===== config.mk =====
export PLATFORM = sky130hd
export DESIGN_NAME = cppf_qpll_lock_monitor_flat
export DESIGN_NICKNAME = d
export VERILOG_FILES = /design/src/rtl/cppf_qpll_lock_monitor_pkg.sv /design/src/rtl/cppf_qpll_lock_monitor_if.sv /design/src/rtl/cppf_qpll_lock_fsm.sv /design/src/rtl/cppf_qpll_lock_monitor.sv /design/src/flat_wrapper.sv
export SDC_FILE = /design/constraint.sdc
export NUM_CORES = 1
export LEC_CHECK = 0
export ABC_AREA = 1
export CAP_MARGIN = 20
export CORE_MARGIN = 3
export CORE_UTILIZATION = 50
export CTS_CLUSTER_DIAMETER = 150
export DETAILED_ROUTE_END_ITERATION = 10
export MAX_ROUTING_LAYER = met4
export PLACE_DENSITY = 0.81
export SLEW_MARGIN = 5
export SYNTH_ARGS = -nofsm -noshare
export SYNTH_HDL_FRONTEND = slang
export SYNTH_SLANG_ARGS = --single-unit

===== constraint.sdc =====
create_clock -name sysclk_in_i -period 1.8 [get_ports sysclk_in_i]
set_input_delay 0.18 -clock sysclk_in_i [delete_from_list [all_inputs] [get_ports sysclk_in_i]]
set_output_delay 0.18 -clock sysclk_in_i [all_outputs]
set_load 0.05 [all_outputs]

===== src/rtl/cppf_qpll_lock_monitor_pkg.sv =====
// rtl/cppf_qpll_lock_monitor_pkg.sv - shared types and sizing helpers for the QPLL lock monitor
package cppf_qpll_pkg;

    typedef enum logic [2:0] {
        ST_RESET,
        ST_WAIT_LOCK,
        ST_STABLE,
        ST_LOCKED,
        ST_REFCLK_WAIT,
        ST_FAILED
    } qpll_mon_state_t;

    localparam int LOSS_CNT_W = 8;

    // One timer serves every state, so it must reach the longest interval minus one.
    function automatic int timer_width(input int reset_cycles, input int timeout_cycles,
                                       input int stable_cycles);
        int m;
        m = reset_cycles;
        if (timeout_cycles > m) m = timeout_cycles;
        if (stable_cycles > m) m = stable_cycles;
        return (m < 2) ? 1 : $clog2(m);
    endfunction

endpackage


===== src/rtl/cppf_qpll_lock_monitor_if.sv =====
// rtl/cppf_qpll_lock_monitor_if.sv - QPLL wrapper / monitor signal bundle
interface cppf_qpll_lock_monitor_if #(
    parameter int NQUAD = 3
);
    logic [NQUAD-1:0]                          qpll_lock;
    logic [NQUAD-1:0]                          qpll_refclklost;
    logic [NQUAD-1:0]                          qpll_force_reset;
    logic                                      cnt_clear;
    logic [NQUAD-1:0]                          qpll_reset;
    logic [NQUAD-1:0]                          qpll_ready;
    logic                                      all_ready;
    logic [NQUAD-1:0]                          qpll_fail;
    logic [cppf_qpll_pkg::LOSS_CNT_W*NQUAD-1:0] lock_loss_cnt;

    modport master (
        output qpll_lock, qpll_refclklost, qpll_force_reset, cnt_clear,
        input  qpll_reset, qpll_ready, all_ready, qpll_fail, lock_loss_cnt
    );

    modport slave (
        input  qpll_lock, qpll_refclklost, qpll_force_reset, cnt_clear,
        output qpll_reset, qpll_ready, all_ready, qpll_fail, lock_loss_cnt
    );
endinterface


===== src/rtl/cppf_qpll_lock_fsm.sv =====
// rtl/cppf_qpll_lock_fsm.sv - one quad: synchronizers, reset/lock FSM, retry and loss counter
// Loss counter present only when CPPF_QPLL_LOSS_CNT_EN is defined.
module cppf_qpll_lock_fsm
    import cppf_qpll_pkg::*;
#(
    parameter int RESET_CYCLES        = 8,
    parameter int LOCK_TIMEOUT_CYCLES = 40000,
    parameter int STABLE_CYCLES       = 1024,
    parameter int MAX_RETRY           = 7
) (
    input  logic                  clk_i,
    input  logic                  rst_ni,
    input  logic                  lock_i,
    input  logic                  refclklost_i,
    input  logic                  force_reset_i,
    input  logic                  cnt_clear_i,
    output logic                  qpll_reset_o,
    output logic                  qpll_ready_o,
    output logic                  qpll_fail_o,
    output logic [LOSS_CNT_W-1:0] loss_cnt_o
);
    localparam int TW = timer_width(RESET_CYCLES, LOCK_TIMEOUT_CYCLES, STABLE_CYCLES);
    localparam int RW = $clog2(MAX_RETRY + 1);
    localparam logic [TW-1:0] RST_LAST    = TW'(RESET_CYCLES - 1);
    localparam logic [TW-1:0] TO_LAST     = TW'(LOCK_TIMEOUT_CYCLES - 1);
    localparam logic [TW-1:0] STABLE_LAST = TW'(STABLE_CYCLES - 1);
    localparam logic [RW-1:0] RETRY_MAX   = RW'(MAX_RETRY);

    logic [1:0]      lock_sync_q, lost_sync_q;
    logic            lock_s, lost_s;
    qpll_mon_state_t state_q, state_d;
    logic [TW-1:0]   timer_q, timer_d;
    logic [RW-1:0]   retry_q, retry_d;
    logic            loss_event;
    logic            reset_q, ready_q, fail_q;

    assign lock_s = lock_sync_q[1];
    assign lost_s = lost_sync_q[1];

    // Outputs decode the next state so they change on the same edge as the state register.
    always_ff @(posedge clk_i) begin
        if (!rst_ni) begin
            lock_sync_q <= '0;
            lost_sync_q <= '0;
            state_q     <= ST_RESET;
            timer_q     <= '0;
            retry_q     <= '0;
            reset_q     <= 1'b1;
            ready_q     <= 1'b0;
            fail_q      <= 1'b0;
        end else begin
            lock_sync_q <= {lock_sync_q[0], lock_i};
            lost_sync_q <= {lost_sync_q[0], refclklost_i};
            state_q     <= state_d;
            timer_q     <= timer_d;
            retry_q     <= retry_d;
            reset_q     <= (state_d == ST_RESET) || (state_d == ST_REFCLK_WAIT);
            ready_q     <= (state_d == ST_LOCKED);
            fail_q      <= (state_d == ST_FAILED);
        end
    end

    always_comb begin
        state_d    = state_q;
        timer_d    = timer_q;
        retry_d    = retry_q;
        loss_event = 1'b0;
        case (state_q)
            ST_RESET: begin
                if (timer_q == RST_LAST) begin
                    state_d = ST_WAIT_LOCK;
                    timer_d = '0;
                end else begin
                    timer_d = timer_q + 1'b1;
                end
            end
            ST_WAIT_LOCK: begin
                if (lost_s) begin
                    state_d = ST_REFCLK_WAIT;
                    timer_d = '0;
                end else if (lock_s) begin
                    state_d = ST_STABLE;
                    timer_d = '0;
                end else if (timer_q == TO_LAST) begin
                    retry_d = retry_q + 1'b1;
                    state_d = (retry_d == RETRY_MAX) ? ST_FAILED : ST_RESET;
                    timer_d = '0;
                end else begin
                    timer_d = timer_q + 1'b1;
                end
            end
            ST_STABLE: begin
                // A lock glitch restarts qualification without re-resetting the PLL.
                if (lost_s) begin
                    state_d = ST_REFCLK_WAIT;
                    timer_d = '0;
                end else if (!lock_s) begin
                    state_d = ST_WAIT_LOCK;
                    timer_d = '0;
                end else if (timer_q == STABLE_LAST) begin
                    state_d = ST_LOCKED;
                    timer_d = '0;
                    retry_d = '0;
                end else begin
                    timer_d = timer_q + 1'b1;
                end
            end
            ST_LOCKED: begin
                if (lost_s || !lock_s) begin
                    loss_event = 1'b1;
                    state_d    = lost_s ? ST_REFCLK_WAIT : ST_RESET;
                    timer_d    = '0;
                end
            end
            ST_REFCLK_WAIT: begin
                if (!lost_s) begin
                    state_d = ST_RESET;
                    timer_d = '0;
                end
            end
            ST_FAILED: begin
                state_d = ST_FAILED;
            end
            default: begin
                state_d = ST_RESET;
                timer_d = '0;
            end
        endcase
        if (force_reset_i) begin
            state_d = ST_RESET;
            timer_d = '0;
            retry_d = '0;
        end
    end

    assign qpll_reset_o = reset_q;
    assign qpll_ready_o = ready_q;
    assign qpll_fail_o  = fail_q;

`ifdef CPPF_QPLL_LOSS_CNT_EN
    logic [LOSS_CNT_W-1:0] loss_cnt_q, loss_cnt_d;

    always_comb begin
        loss_cnt_d = loss_cnt_q;
        if (cnt_clear_i) begin
            loss_cnt_d = '0;
        end else if (loss_event && (loss_cnt_q != '1)) begin
            loss_cnt_d = loss_cnt_q + 1'b1;
        end
    end

    always_ff @(posedge clk_i) begin
        if (!rst_ni) begin
            loss_cnt_q <= '0;
        end else begin
            loss_cnt_q <= loss_cnt_d;
        end
    end

    assign loss_cnt_o = loss_cnt_q;
`else
    logic unused_cnt;
    assign unused_cnt = cnt_clear_i ^ loss_event;
    assign loss_cnt_o = '0;
`endif

endmodule


===== src/rtl/cppf_qpll_lock_monitor.sv =====
// rtl/cppf_qpll_lock_monitor.sv - per-quad QPLL reset/lock supervisor with aggregate ready
// Loss counters are built only when CPPF_QPLL_LOSS_CNT_EN is defined.
module cppf_qpll_lock_monitor
    import cppf_qpll_pkg::*;
#(
    parameter int NQUAD               = 3,
    parameter int RESET_CYCLES        = 8,
    parameter int LOCK_TIMEOUT_CYCLES = 40000,
    parameter int STABLE_CYCLES       = 1024,
    parameter int MAX_RETRY           = 7
) (
    input  logic                     sysclk_in_i,
    input  logic                     soft_reset_n,
    cppf_qpll_lock_monitor_if.slave  mon_if
);
    logic [NQUAD-1:0]            reset_w, ready_w, fail_w;
    logic [LOSS_CNT_W*NQUAD-1:0] cnt_w;
    logic                        all_ready_q;

    for (genvar q = 0; q < NQUAD; q++) begin : g_quad
        cppf_qpll_lock_fsm #(
            .RESET_CYCLES        (RESET_CYCLES),
            .LOCK_TIMEOUT_CYCLES (LOCK_TIMEOUT_CYCLES),
            .STABLE_CYCLES       (STABLE_CYCLES),
            .MAX_RETRY           (MAX_RETRY)
        ) u_fsm (
            .clk_i         (sysclk_in_i),
            .rst_ni        (soft_reset_n),
            .lock_i        (mon_if.qpll_lock[q]),
            .refclklost_i  (mon_if.qpll_refclklost[q]),
            .force_reset_i (mon_if.qpll_force_reset[q]),
            .cnt_clear_i   (mon_if.cnt_clear),
            .qpll_reset_o  (reset_w[q]),
            .qpll_ready_o  (ready_w[q]),
            .qpll_fail_o   (fail_w[q]),
            .loss_cnt_o    (cnt_w[LOSS_CNT_W*q +: LOSS_CNT_W])
        );
    end

    // Registered from the per-quad ready flops, hence one cycle behind them.
    always_ff @(posedge sysclk_in_i) begin
        if (!soft_reset_n) begin
            all_ready_q <= 1'b0;
        end else begin
            all_ready_q <= &ready_w;
        end
    end

    assign mon_if.qpll_reset    = reset_w;
    assign mon_if.qpll_ready    = ready_w;
    assign mon_if.qpll_fail     = fail_w;
    assign mon_if.lock_loss_cnt = cnt_w;
    assign mon_if.all_ready     = all_ready_q;

endmodule


===== src/flat_wrapper.sv =====
// flat-port wrapper written by rule: the top's interface ports become plain ports
module cppf_qpll_lock_monitor_flat import cppf_qpll_pkg::*;
#(
    parameter int NQUAD               = 3,
    parameter int RESET_CYCLES        = 8,
    parameter int LOCK_TIMEOUT_CYCLES = 40000,
    parameter int STABLE_CYCLES       = 1024,
    parameter int MAX_RETRY           = 7
)
  (sysclk_in_i, soft_reset_n, mon_if_qpll_lock, mon_if_qpll_refclklost, mon_if_qpll_force_reset, mon_if_cnt_clear, mon_if_qpll_reset, mon_if_qpll_ready, mon_if_all_ready, mon_if_qpll_fail, mon_if_lock_loss_cnt);
  cppf_qpll_lock_monitor_if #(.NQUAD(NQUAD)) mon_if_i ();
  input  logic sysclk_in_i;
  input  logic soft_reset_n;
  input wire logic [$bits(mon_if_i.qpll_lock)-1:0] mon_if_qpll_lock;
  input wire logic [$bits(mon_if_i.qpll_refclklost)-1:0] mon_if_qpll_refclklost;
  input wire logic [$bits(mon_if_i.qpll_force_reset)-1:0] mon_if_qpll_force_reset;
  input wire logic [$bits(mon_if_i.cnt_clear)-1:0] mon_if_cnt_clear;
  output wire logic [$bits(mon_if_i.qpll_reset)-1:0] mon_if_qpll_reset;
  output wire logic [$bits(mon_if_i.qpll_ready)-1:0] mon_if_qpll_ready;
  output wire logic [$bits(mon_if_i.all_ready)-1:0] mon_if_all_ready;
  output wire logic [$bits(mon_if_i.qpll_fail)-1:0] mon_if_qpll_fail;
  output wire logic [$bits(mon_if_i.lock_loss_cnt)-1:0] mon_if_lock_loss_cnt;
  assign mon_if_i.qpll_lock = mon_if_qpll_lock;
  assign mon_if_i.qpll_refclklost = mon_if_qpll_refclklost;
  assign mon_if_i.qpll_force_reset = mon_if_qpll_force_reset;
  assign mon_if_i.cnt_clear = mon_if_cnt_clear;
  assign mon_if_qpll_reset = mon_if_i.qpll_reset;
  assign mon_if_qpll_ready = mon_if_i.qpll_ready;
  assign mon_if_all_ready = mon_if_i.all_ready;
  assign mon_if_qpll_fail = mon_if_i.qpll_fail;
  assign mon_if_lock_loss_cnt = mon_if_i.lock_loss_cnt;
  cppf_qpll_lock_monitor #(.NQUAD(NQUAD), .RESET_CYCLES(RESET_CYCLES), .LOCK_TIMEOUT_CYCLES(LOCK_TIMEOUT_CYCLES), .STABLE_CYCLES(STABLE_CYCLES), .MAX_RETRY(MAX_RETRY)) u_core (.sysclk_in_i(sysclk_in_i), .soft_reset_n(soft_reset_n), .mon_if(mon_if_i));
endmodule

==> results of run 1 <==
## sequential cells by signal, indices dropped and copies added (netlist names)
signal / flops
u_core.g_quad.u_fsm.timer_q: 48
u_core.g_quad.u_fsm.lost_sync_q: 6
u_core.g_quad.u_fsm.qpll_fail_o: 3
u_core.g_quad.u_fsm.lock_sync_q: 6
u_core.g_quad.u_fsm.qpll_ready_o: 3
u_core.g_quad.u_fsm.state_q: 9
u_core.g_quad.u_fsm.qpll_reset_o: 3
u_core.mon_if.all_ready: 1
u_core.g_quad.u_fsm.retry_q: 9
## routing by layer
layer / vias up / part of all wire, %
li1: 2366 / -
met1: 2024 / 47
met5: - / 0
met2: 103 / 48
met4: 0 / 1.2
met3: 12 / 4.3
## worst min-delay path: stages
cell	delay, ns
clkdlybuf4s50_1	0.39
nand2_1	0.06
inv_1	0.03
## Yosys cell counts, drive strengths merged (5+ instances only)
master	number	area [um^2]
nand2	187	752
nor2	135	636
inv	110	415
dfxtp	88	1760
nand3	55	275
buf	37	279
a21oi	28	144
nor3	25	160
o21ai	20	108
nand4	17	128
ha	9	113
xor2	8	70.1
nand3b	5	50.1
or2	5	31.3
## power by group through the flow
stage / Sequential [mW] / Clock, mW / Combinational (mW)
floorplan: 2.02 / 0 / 0.215
global placement: 2.02 / 0 / 0.226
detailed placement: 2.03 / 0 / 0.227
CTS: 1.98 / 1.35 / 0.228
global route: 1.98 / 1.43 / 0.249
finish: 1.98 / 1.32 / 0.231
## timing repair
action                     in CTS  in global routing
hold endpoints to repair        0                  0
setup endpoints to repair       0                 63
resized for setup               0                 34
## placed cells by master (no fill, tap or decap), types with 9 or more instances in the layout
master,synthesis,final
a21oi_1,27,27
nand2_2,17,21
nand4_1,15,15
nor3_1,18,18
nand3_1,55,53
nand2_1,169,164
inv_2,8,10
inv_1,101,99
nor2_2,18,23
buf_4,33,9
clkbuf_8,0,11
dfxtp_1,88,80
o21ai_0,14,13
nor2_4,9,12
conb_1,1,24
clkdlybuf4s50_1,0,19
nor2_1,107,99
## stage by stage
| stage | total power, mW | setup TNS [ns] | util (%) | area (um^2) |
|---|---|---|---|---|
| after global routing | 3.66 | -0.114 | 57.5 | 5640 |
| after detailed placement | 2.25 | 0 | 54.6 | 5360 |
| after CTS | 3.56 | 0 | 56.5 | 5550 |
| after global placement | 2.25 | 0 | 54.6 | 5360 |
| final | 3.53 | 0 | 57.5 | 5640 |
| after floorplan | 2.24 | 0 | - | 5180 |
## logic make-up (layout without fill, tap and decap cells)
kind of cell	Yosys count	count (layout)	share of synthesized area [%]
compound gates	61	61	6.87
xor+xnor	11	11	1.89
fa+ha+maj	9	9	2.21
buf+inv	148	157	13.7
flops	88	88	34.6
other cells	1	24	0.0736
simple gates	434	435	40.7
## layout make-up
| cell class | count | share of cell area [%] |
|---|---|---|
| clock buffers | 11 | 2.68 |
| clock inverters | 5 | 0.709 |
| inverters | 111 | 7.45 |
| multi-input cells | 540 | 49.7 |
| flip-flops and latches | 88 | 31.4 |
| well taps | 133 | 2.95 |
| repair buffers | 30 | 5.14 |
## path summary, 6_finish.rpt
path,start,end,slack (ns),cells past startpoint
setup / recovery,u_core.g_quad[1].u_fsm.timer_q[0],u_core.g_quad[1].u_fsm.timer_q[3],0.08,10
setup reg to reg,u_core.g_quad[1].u_fsm.timer_q[0],u_core.g_quad[1].u_fsm.timer_q[3],0.08,10
hold reg to reg,u_core.g_quad[0].u_fsm.lock_sync_q[0],u_core.g_quad[0].u_fsm.lock_sync_q[1],0.40,2
hold / removal,mon_if_qpll_refclklost[0],u_core.g_quad[0].u_fsm.lost_sync_q[0],0.33,3
==> flow_metrics.py, run 1 <==
metrics = {
    "placement": {
        "hpwl_um": 7850,
        "io_buffers": 20,
        "dp_slack_ns": 0.0747,
        "dp.cells": 901,
        "gp_congestion": 0.921,
    },
    "cells_and_area": {
        "num-fill-cells": 932,
        "multi_input_area_um2": 2800,
        "nNetsFinal": 801,
        "diodes": 0,
        "layout-drive-gt1-share_pct": 16.1,
        "area.sequential_um2": 1770,
        "syn_to_final_growth_pct": 10.8,
        "finalNonFillerCells": 918,
    },
    "die": {
        "start_util_pct": 51.9,
        "ioPinCount": 46,
        "die_width_um": 107,
        "num_rows": 36,
        "die_area_um2": 11400,
        "die_y_um": 107,
        "core-area_um2": 9820,
    },
    "cts": {
        "clk_path_buf_depth": 2,
        "worstSkewPairLatency_ns": 0.36,
        "htreeDepth": 3,
        "ctsHoldBuffers": 0,
        "cts_buffers": 9,
        "clkSinkCount": 88,
        "postCtsSetupRepairBufs": 0,
        "clk_pin_slew_worst_paths_ns": 0.09,
        "cts_tree": "done",
        "root_buffer": "clkbuf_8",
    },
    "global_route": {
        "grt.total_usage_pct": 19.5,
        "use_met3_pct": 3.13,
        "grt_pass1_wl_um": 17900,
        "grt_pass1_vias": 4154,
        "grtUsageMet2_pct": 32.4,
        "busiest_layer": "met2",
        "grt_use_met1_pct": 24.4,
        "antenna_found_initial": 0,
        "grt_overflow": 0,
        "grt_max_degree": 18,
    },
    "drt": {
        "ant_nets": 0,
        "wl_um": 10500,
        "drc": 0,
        "post_drt_wl_per_cell_um": 11.5,
        "viasPerCell": 4.91,
        "num_vias": 4505,
        "first_pass_iters": 4,
        "drtIter0Drc": 177,
    },
    "power": {
        "sw_frac_of_total_pct": 26.3,
        "power_frac_seq_pct": 56.1,
        "p_per_area_nw_per_um2": 625,
        "intPower_mw": 2.60,
        "clkPwrFrac_pct": 37.3,
        "combPwrFrac_pct": 6.6,
        "power.leakage_nw": 2.51,
        "vdd_drop_max_v": 0.000348,
        "switchingPower_uw": 926,
    },
    "synthesis": {
        "ys_seq_elements": 88,
        "synth_ff_type": "dfxtp_1",
        "synth_cell_types": 47,
        "synth_warnings": 0,
        "syn_avg_cell_area_um2": 6.78,
        "async_reset_ff_share_pct": 0,
        "synth-edff-count": 0,
        "synth_area_um2": 5100,
        "synth-seq-area-share_pct": 34.6,
        "netlist_instances": 752,
    },
    "timing": {
        "tightest_slew_ns": 0.513,
        "timing.final.ws_setup_ns": 0.0808,
        "slew-limit-headroom_pct": 65.7,
        "rsz0062_at_grt": "yes",
        "finalSetupViolations": 0,
        "slew_viol_final": 0,
        "fin_hold_ws_ns": 0.335,
        "hold_viol": 0,
        "fin_worst_skew_ns": 0.0142,
        "clock.fmax_mhz": 582,
        "final.period_utilization_pct": 95.5,
        "period_minus_slack_ns": 1.72,
    },
    "run": {
        "cap_violations": 0,
    },
    "setup_path": {
        "cpLargestDelayFamily": "simple AND/OR/NAND/NOR gates",
        "crit_path_end_kind": "register",
        "path_buf_inv": 1,
        "worstPathRequired_ns": 2.05,
        "crit_arrival_ns": 1.97,
        "start_kind": "register",
        "crit_path_max_incr_delay_ns": 0.34,
        "cpMostUsedCell": "nand2_2",
        "crit_chain": "ha_2, nand2_2, inv_2, nand2_2, nor2_4, nand2_1, nand2_1, nand4_1, nand2_2, a21oi_1",
        "crit_type": "reg -> reg",
        "cp_slowest_cell": "dfxtp_2",
        "worst-path-max-fanout": 5,
    },
    "worst_hold_path": {
        "hold_class": "in -> reg",
    },
    "status": {
        "status": "complete, no violations",
    },
}
No activity file was read; power rests on OpenSTA's default activity.
==> run 2, diff against run 1 <==
- CORE_ASPECT_RATIO: unset -> 0.5
- HOLD_SLACK_MARGIN: unset -> 0.05
==> flow_metrics.py, run 2 (synthesis results as in run 1) <==
metrics = {
    "global_route": {
        "grt_pass1_wl_um": 17400,
        "grt.total_usage_pct": 18.5,
        "grt_overflow": 0,
        "antenna_found_initial": 0,
        "grt_max_degree": 18,
        "grt_pass1_vias": 4204,
    },
    "drt": {
        "viasPerCell": 4.93,
        "post_drt_wl_per_cell_um": 11.1,
        "drc": 0,
        "ant_nets": 0,
        "drtIter0Drc": 184,
        "wl_um": 10200,
        "num_vias": 4522,
        "first_pass_iters": 4,
    },
    "cells_and_area": {
        "reg_top3": "u_core.g_quad.u_fsm.timer_q x48, u_core.g_quad.u_fsm.retry_q x9, u_core.g_quad.u_fsm.state_q x9",
        "top_register": "u_core.g_quad.u_fsm.timer_q",
        "diodes": 0,
        "finalNonFillerCells": 917,
        "nNetsFinal": 798,
        "layout-drive-gt1-share_pct": 14.2,
        "largest_register_ff_count": 48,
        "final_core_util_pct": 59.0,
        "syn_to_final_growth_pct": 11.9,
        "layout_common_cells": "nand2_1, nor2_1, inv_1, dfxtp_1, nand3_1",
        "final_common_cell": "nand2_1",
    },
    "setup_path": {
        "worstPathRequired_ns": 1.62,
        "crit_arrival_ns": 1.51,
        "crit_path_end_kind": "output port",
        "crit_chain": "clkdlybuf4s50_1",
        "cp_slowest_cell": "clkdlybuf4s50_1",
        "start_kind": "register",
        "crit_path_max_incr_delay_ns": 0.81,
        "worst-path-max-fanout": 2,
        "path_buf_inv": 1,
        "cpLargestDelayFamily": "buffers and inverters",
        "crit_type": "reg -> out",
    },
    "cts": {
        "cts_buffers": 9,
        "clk_path_buf_depth": 2,
        "cts_tree": "done",
        "clkSinkCount": 88,
        "clk_pin_slew_worst_paths_ns": 0.06,
        "htreeDepth": 3,
        "worstSkewPairLatency_ns": 0.34,
        "root_buffer": "clkbuf_16",
    },
    "worst_hold_path": {
        "hold_class": "in -> reg",
    },
    "timing": {
        "tightest_slew_ns": 0.518,
        "period_minus_slack_ns": 1.69,
        "slew-limit-headroom_pct": 65.3,
        "clock.fmax_mhz": 592,
        "slew_viol_final": 0,
        "final.period_utilization_pct": 93.8,
        "finalSetupViolations": 0,
        "hold_viol": 0,
        "fin_worst_skew_ns": 0.00622,
    },
    "power": {
        "power.leakage_nw": 2.51,
        "p_per_area_nw_per_um2": 712,
        "vdd_drop_max_v": 0.000405,
    },
    "die": {
        "core-area_um2": 9670,
        "die_width_um": 149,
        "ioPinCount": 46,
        "die_y_um": 77.4,
        "die_area_um2": 11500,
        "num_rows": 25,
        "start_util_pct": 52.7,
    },
    "placement": {
        "gp_congestion": 0.924,
        "hpwl_um": 7610,
        "io_buffers": 20,
        "dp.cells": 899,
    },
    "run": {
        "cap_violations": 0,
    },
    "status": {
        "status": "complete, no violations",
    },
}
==> run 2: changes by cell type in the layout (fill, tap and decap cells not counted), moves of 2 or more <==
cell / before / now
buf_4: 9 / 7
clkbuf_16: 0 / 9
clkbuf_8: 11 / 1
clkinv_2: 1 / 3
clkinvlp_4: 3 / 1
dfxtp_1: 80 / 85
dfxtp_2: 8 / 3
nand2_2: 21 / 18
nor2_1: 99 / 103
nor2_4: 12 / 9
==> run 2: per-layer routing <==
| metal | wire, um | GRT usage, % | up-vias |
|---|---|---|---|
| li1 | - | - | 2365 |
| met1 | 4630 | 21.8 | 2027 |
| met2 | 4860 | 31.6 | 107 |
| met3 | 503 | 3.68 | 23 |
| met4 | 178 | 6.67 | 0 |
| met5 | 0 | - | - |
==> run 2: power by group <==
| part | switching (mW) | internal (mW) | leakage [nW] | total (mW) |
|---|---|---|---|---|
| Clock | 0.743 | 1.11 | 0.145 | 1.85 |
| Combinational | 0.175 | 0.0474 | 1.65 | 0.222 |
| Sequential | 0.0157 | 1.97 | 0.713 | 1.98 |
| Total | 0.934 | 3.13 | 2.51 | 4.06 |
==> run 2: final timing paths <==
path / start / to / slack, ns / depth (start not counted)
setup reg to reg: u_core.g_quad[1].u_fsm.timer_q[0] / u_core.g_quad[1].u_fsm.timer_q[10] / 0.13 / 11
hold reg to reg: u_core.g_quad[2].u_fsm.lost_sync_q[0] / u_core.g_quad[2].u_fsm.lost_sync_q[1] / 0.41 / 2
setup / recovery: u_core.g_quad[2].u_fsm.qpll_ready_o / mon_if_qpll_ready[2] / 0.11 / 1
hold / removal: mon_if_qpll_refclklost[1] / u_core.g_quad[1].u_fsm.lost_sync_q[0] / 0.38 / 3
==> run 2: cell type report <==
class	instances	area, um^2
fill	870	3970
multi-input combinational	540	2790
sequential	88	1770
inverter	111	420
timing repair buffer	27	253
clock buffer	11	243
tap	135	169
clock inverter	5	56.3
==> run 2: metrics by stage <==
step	power [mW]	TNS, ns	cell area (um^2)	hold slack, ns	setup WS [ns]
floorplan	2.24	0	5180	0.278	0.291
global placement	2.24	0	5320	0.398	0.0662
detailed placement	2.24	-0.170	5320	0.402	-0.0297
CTS	4.10	0	5640	0.364	0.00389
global route	4.20	-0.00139	5700	0.384	-0.00139
finish	4.06	0	5700	0.377	0.112
==> run 2: repair_timing <==
action	CTS	global route
setup buffers	1	0
hold buffers	0	0
pin swaps	3	1
endpoints found under the setup margin	10	57
gates resized for setup	1	21
cloned	1	0
endpoints found under the hold margin	0	0
==> run 3, diff against run 2 <==
- ABC_AREA: 1 -> 0
- CORE_MARGIN: 3 -> unset
==> flow_metrics.py, run 3 <==
metrics = {
    "timing": {
        "clock.fmax_mhz": 505,
        "period_minus_slack_ns": 1.98,
        "timing.final.ws_setup_ns": -0.182,
        "slew_viol_final": 0,
        "fin_worst_skew_ns": 0.00567,
        "rsz0062_at_grt": "yes",
        "finalSetupViolations": 55,
        "tightest_slew_ns": 0.480,
        "hold_viol": 0,
        "slew-limit-headroom_pct": 67.2,
        "final.period_utilization_pct": 110,
    },
    "synthesis": {
        "synth-seq-area-share_pct": 38.4,
        "synth_xor_area_share_pct": 7.63,
        "synth_top_family_by_area": "simple AND/OR/NAND/NOR gates",
        "synth_ff_type": "dfxtp_1",
        "async_reset_ff_share_pct": 0,
        "synth-edff-count": 0,
        "synth_warnings": 0,
        "syn_avg_cell_area_um2": 8.55,
        "yosys-top-cells-area": "dfxtp_1, buf_4, nor2_1, xor2_1, nand2_1",
        "synth_compound_area_share_pct": 11.1,
        "synth_area_um2": 4590,
        "ys_seq_elements": 88,
        "synth.largest_area_cell": "dfxtp_1",
        "synth_common_cells": "dfxtp_1, nor2_1, buf_4, nand2_1, xor2_1",
        "yosysMostFrequentCell": "dfxtp_1",
        "synthAdderAreaFrac_pct": 2.45,
        "yosys.area_share.simple_pct": 32.2,
        "netlist_instances": 537,
        "synth_top_area_share_pct": 38.4,
        "synth_cell_types": 63,
        "muxShareOfSynthArea_pct": 0.218,
    },
    "cells_and_area": {
        "top_register": "u_core.g_quad.u_fsm.timer_q",
        "layout_common_cells": "buf_4, dfxtp_1, nor2_1, nand2_1, conb_1",
        "nNetsFinal": 660,
        "final_common_cell": "buf_4",
        "syn_to_final_growth_pct": 39.8,
        "num-fill-cells": 547,
        "stdcell_area_um2": 6420,
        "finalNonFillerCells": 761,
        "reg_top3": "u_core.g_quad.u_fsm.timer_q x48, u_core.g_quad.u_fsm.retry_q x9, u_core.g_quad.u_fsm.state_q x9",
        "diodes": 0,
        "final_core_util_pct": 73.0,
        "layout-drive-gt1-share_pct": 36.0,
        "largest_register_ff_count": 48,
    },
    "status": {
        "violations": "setup timing",
        "status": "complete, but fails checks",
    },
    "placement": {
        "io_buffers": 20,
        "dp.cells": 735,
        "gp_congestion": 0.875,
        "dp_slack_ns": -0.0974,
        "placed_area_um2": 5420,
        "hpwl_um": 7140,
    },
    "drt": {
        "drtIter0Drc": 287,
        "drc": 0,
        "first_pass_iters": 6,
        "viasPerCell": 5.83,
        "ant_nets": 0,
        "num_vias": 4433,
        "wl_um": 13600,
        "post_drt_wl_per_cell_um": 17.9,
    },
    "global_route": {
        "grt_overflow": 0,
        "antenna_found_initial": 0,
        "grt_max_degree": 16,
        "grt_pass1_wl_um": 17500,
        "grt.total_usage_pct": 23.8,
        "grt_pass1_vias": 3924,
    },
    "cts": {
        "clk_pin_slew_worst_paths_ns": 0.07,
        "cts_buffers": 9,
        "clkSinkCount": 88,
        "htreeDepth": 3,
        "clk_path_buf_depth": 2,
        "worstSkewPairLatency_ns": 0.35,
        "cts_tree": "done",
        "ctsHoldBuffers": 0,
        "root_buffer": "clkbuf_16",
    },
    "die": {
        "core-area_um2": 8800,
        "num_rows": 24,
        "die_y_um": 69.8,
        "die_area_um2": 9590,
        "ioPinCount": 46,
        "start_util_pct": 52.2,
        "die_width_um": 138,
    },
    "setup_path": {
        "crit_type": "reg -> reg",
        "worstPathRequired_ns": 2.04,
        "worst-path-max-fanout": 5,
        "crit_path_end_kind": "register",
        "crit_arrival_ns": 2.22,
        "start_kind": "register",
    },
    "power": {
        "p_per_area_nw_per_um2": 697,
        "power.leakage_nw": 2.37,
        "power_mw": 4.47,
        "vdd_drop_max_v": 0.000522,
    },
    "run": {
        "cap_violations": 0,
    },
    "worst_hold_path": {
        "hold_class": "in -> reg",
    },
}
[run 3: cell count changes after synthesis, sizes merged, moves of 12 or more]
cell	previous run	this run
nor2	135	73
nor4	0	12
nand2	187	32
nand3	55	22
xor2	8	27
nor2b	0	12
and2	1	18
inv	110	7
[run 3: path summary, 6_finish.rpt]
check / start / to / slack (ns) / cells past startpoint
hold reg to reg: u_core.g_quad[2].u_fsm.lock_sync_q[0] / u_core.g_quad[2].u_fsm.lock_sync_q[1] / 0.44 / 1
setup / recovery: u_core.g_quad[0].u_fsm.state_q[1] / u_core.g_quad[0].u_fsm.qpll_fail_o / -0.18 / 6
setup reg to reg: u_core.g_quad[0].u_fsm.state_q[1] / u_core.g_quad[0].u_fsm.qpll_fail_o / -0.18 / 6
hold / removal: mon_if_qpll_lock[2] / u_core.g_quad[2].u_fsm.lock_sync_q[0] / 0.41 / 2
[run 3: critical path, stage by stage (launching register included)]
cell and delay [ns]:
dfxtp_2 0.35, buf_4 0.16, or3b_4 0.40, or3_4 0.37, a21oi_2 0.16, nor3_2 0.09, nor4_1 0.34
[run 3: where the power goes]
part	total [mW]	internal (mW)	switching [mW]
Combinational	0.297	0.0898	0.207
Sequential	1.98	1.97	0.0154
Clock	2.20	1.36	0.838
[run 3: area by class of cell]
type	instances	area [um^2]	share of cell area, %
clock buffer	9	225	3.51
clock inverter	7	120	1.87
multi-input combinational	413	3110	48.4
inverter	7	26.3	0.409
sequential	88	1780	27.7
timing repair buffer	120	1020	15.8
tap	117	146	2.28
[run 3: per-layer routing]
metal	up-vias	part of all wire [%]	global-route usage (%)
li1	2042	-	-
met1	2134	39	27.3
met2	199	51	39.8
met3	58	5.4	5.04
met4	0	4.1	11.1
met5	-	0	-
[run 3: cell families (layout without fill, tap and decap cells)]
family / count (synthesis) / after routing
fa+ha+maj: 9 / 9
xor+xnor: 40 / 40
mux: 1 / 1
simple gates: 266 / 266
flops: 88 / 88
compound gates: 73 / 73
buf+inv: 59 / 143
other cells: 1 / 24
[run 3: through the flow]
| step | hold slack, ns | setup TNS (ns) |
|---|---|---|
| 2_1_floorplan | 0.259 | -0.0438 |
| 3_3_place_gp | 0.413 | -0.175 |
| 3_5_place_dp | 0.420 | -0.860 |
| 4_1_cts | 0.403 | -0.128 |
| 5_1_grt | 0.430 | -7.16 |
| 6_report | 0.408 | -2.63 |
[run 3: what timing repair did]
item                       in CTS  in global routing
setup endpoints to repair      45                 69
resized for setup              25                113
gates cloned                    0                  1
pin swaps                       9                 50
setup buffers                   4                  5
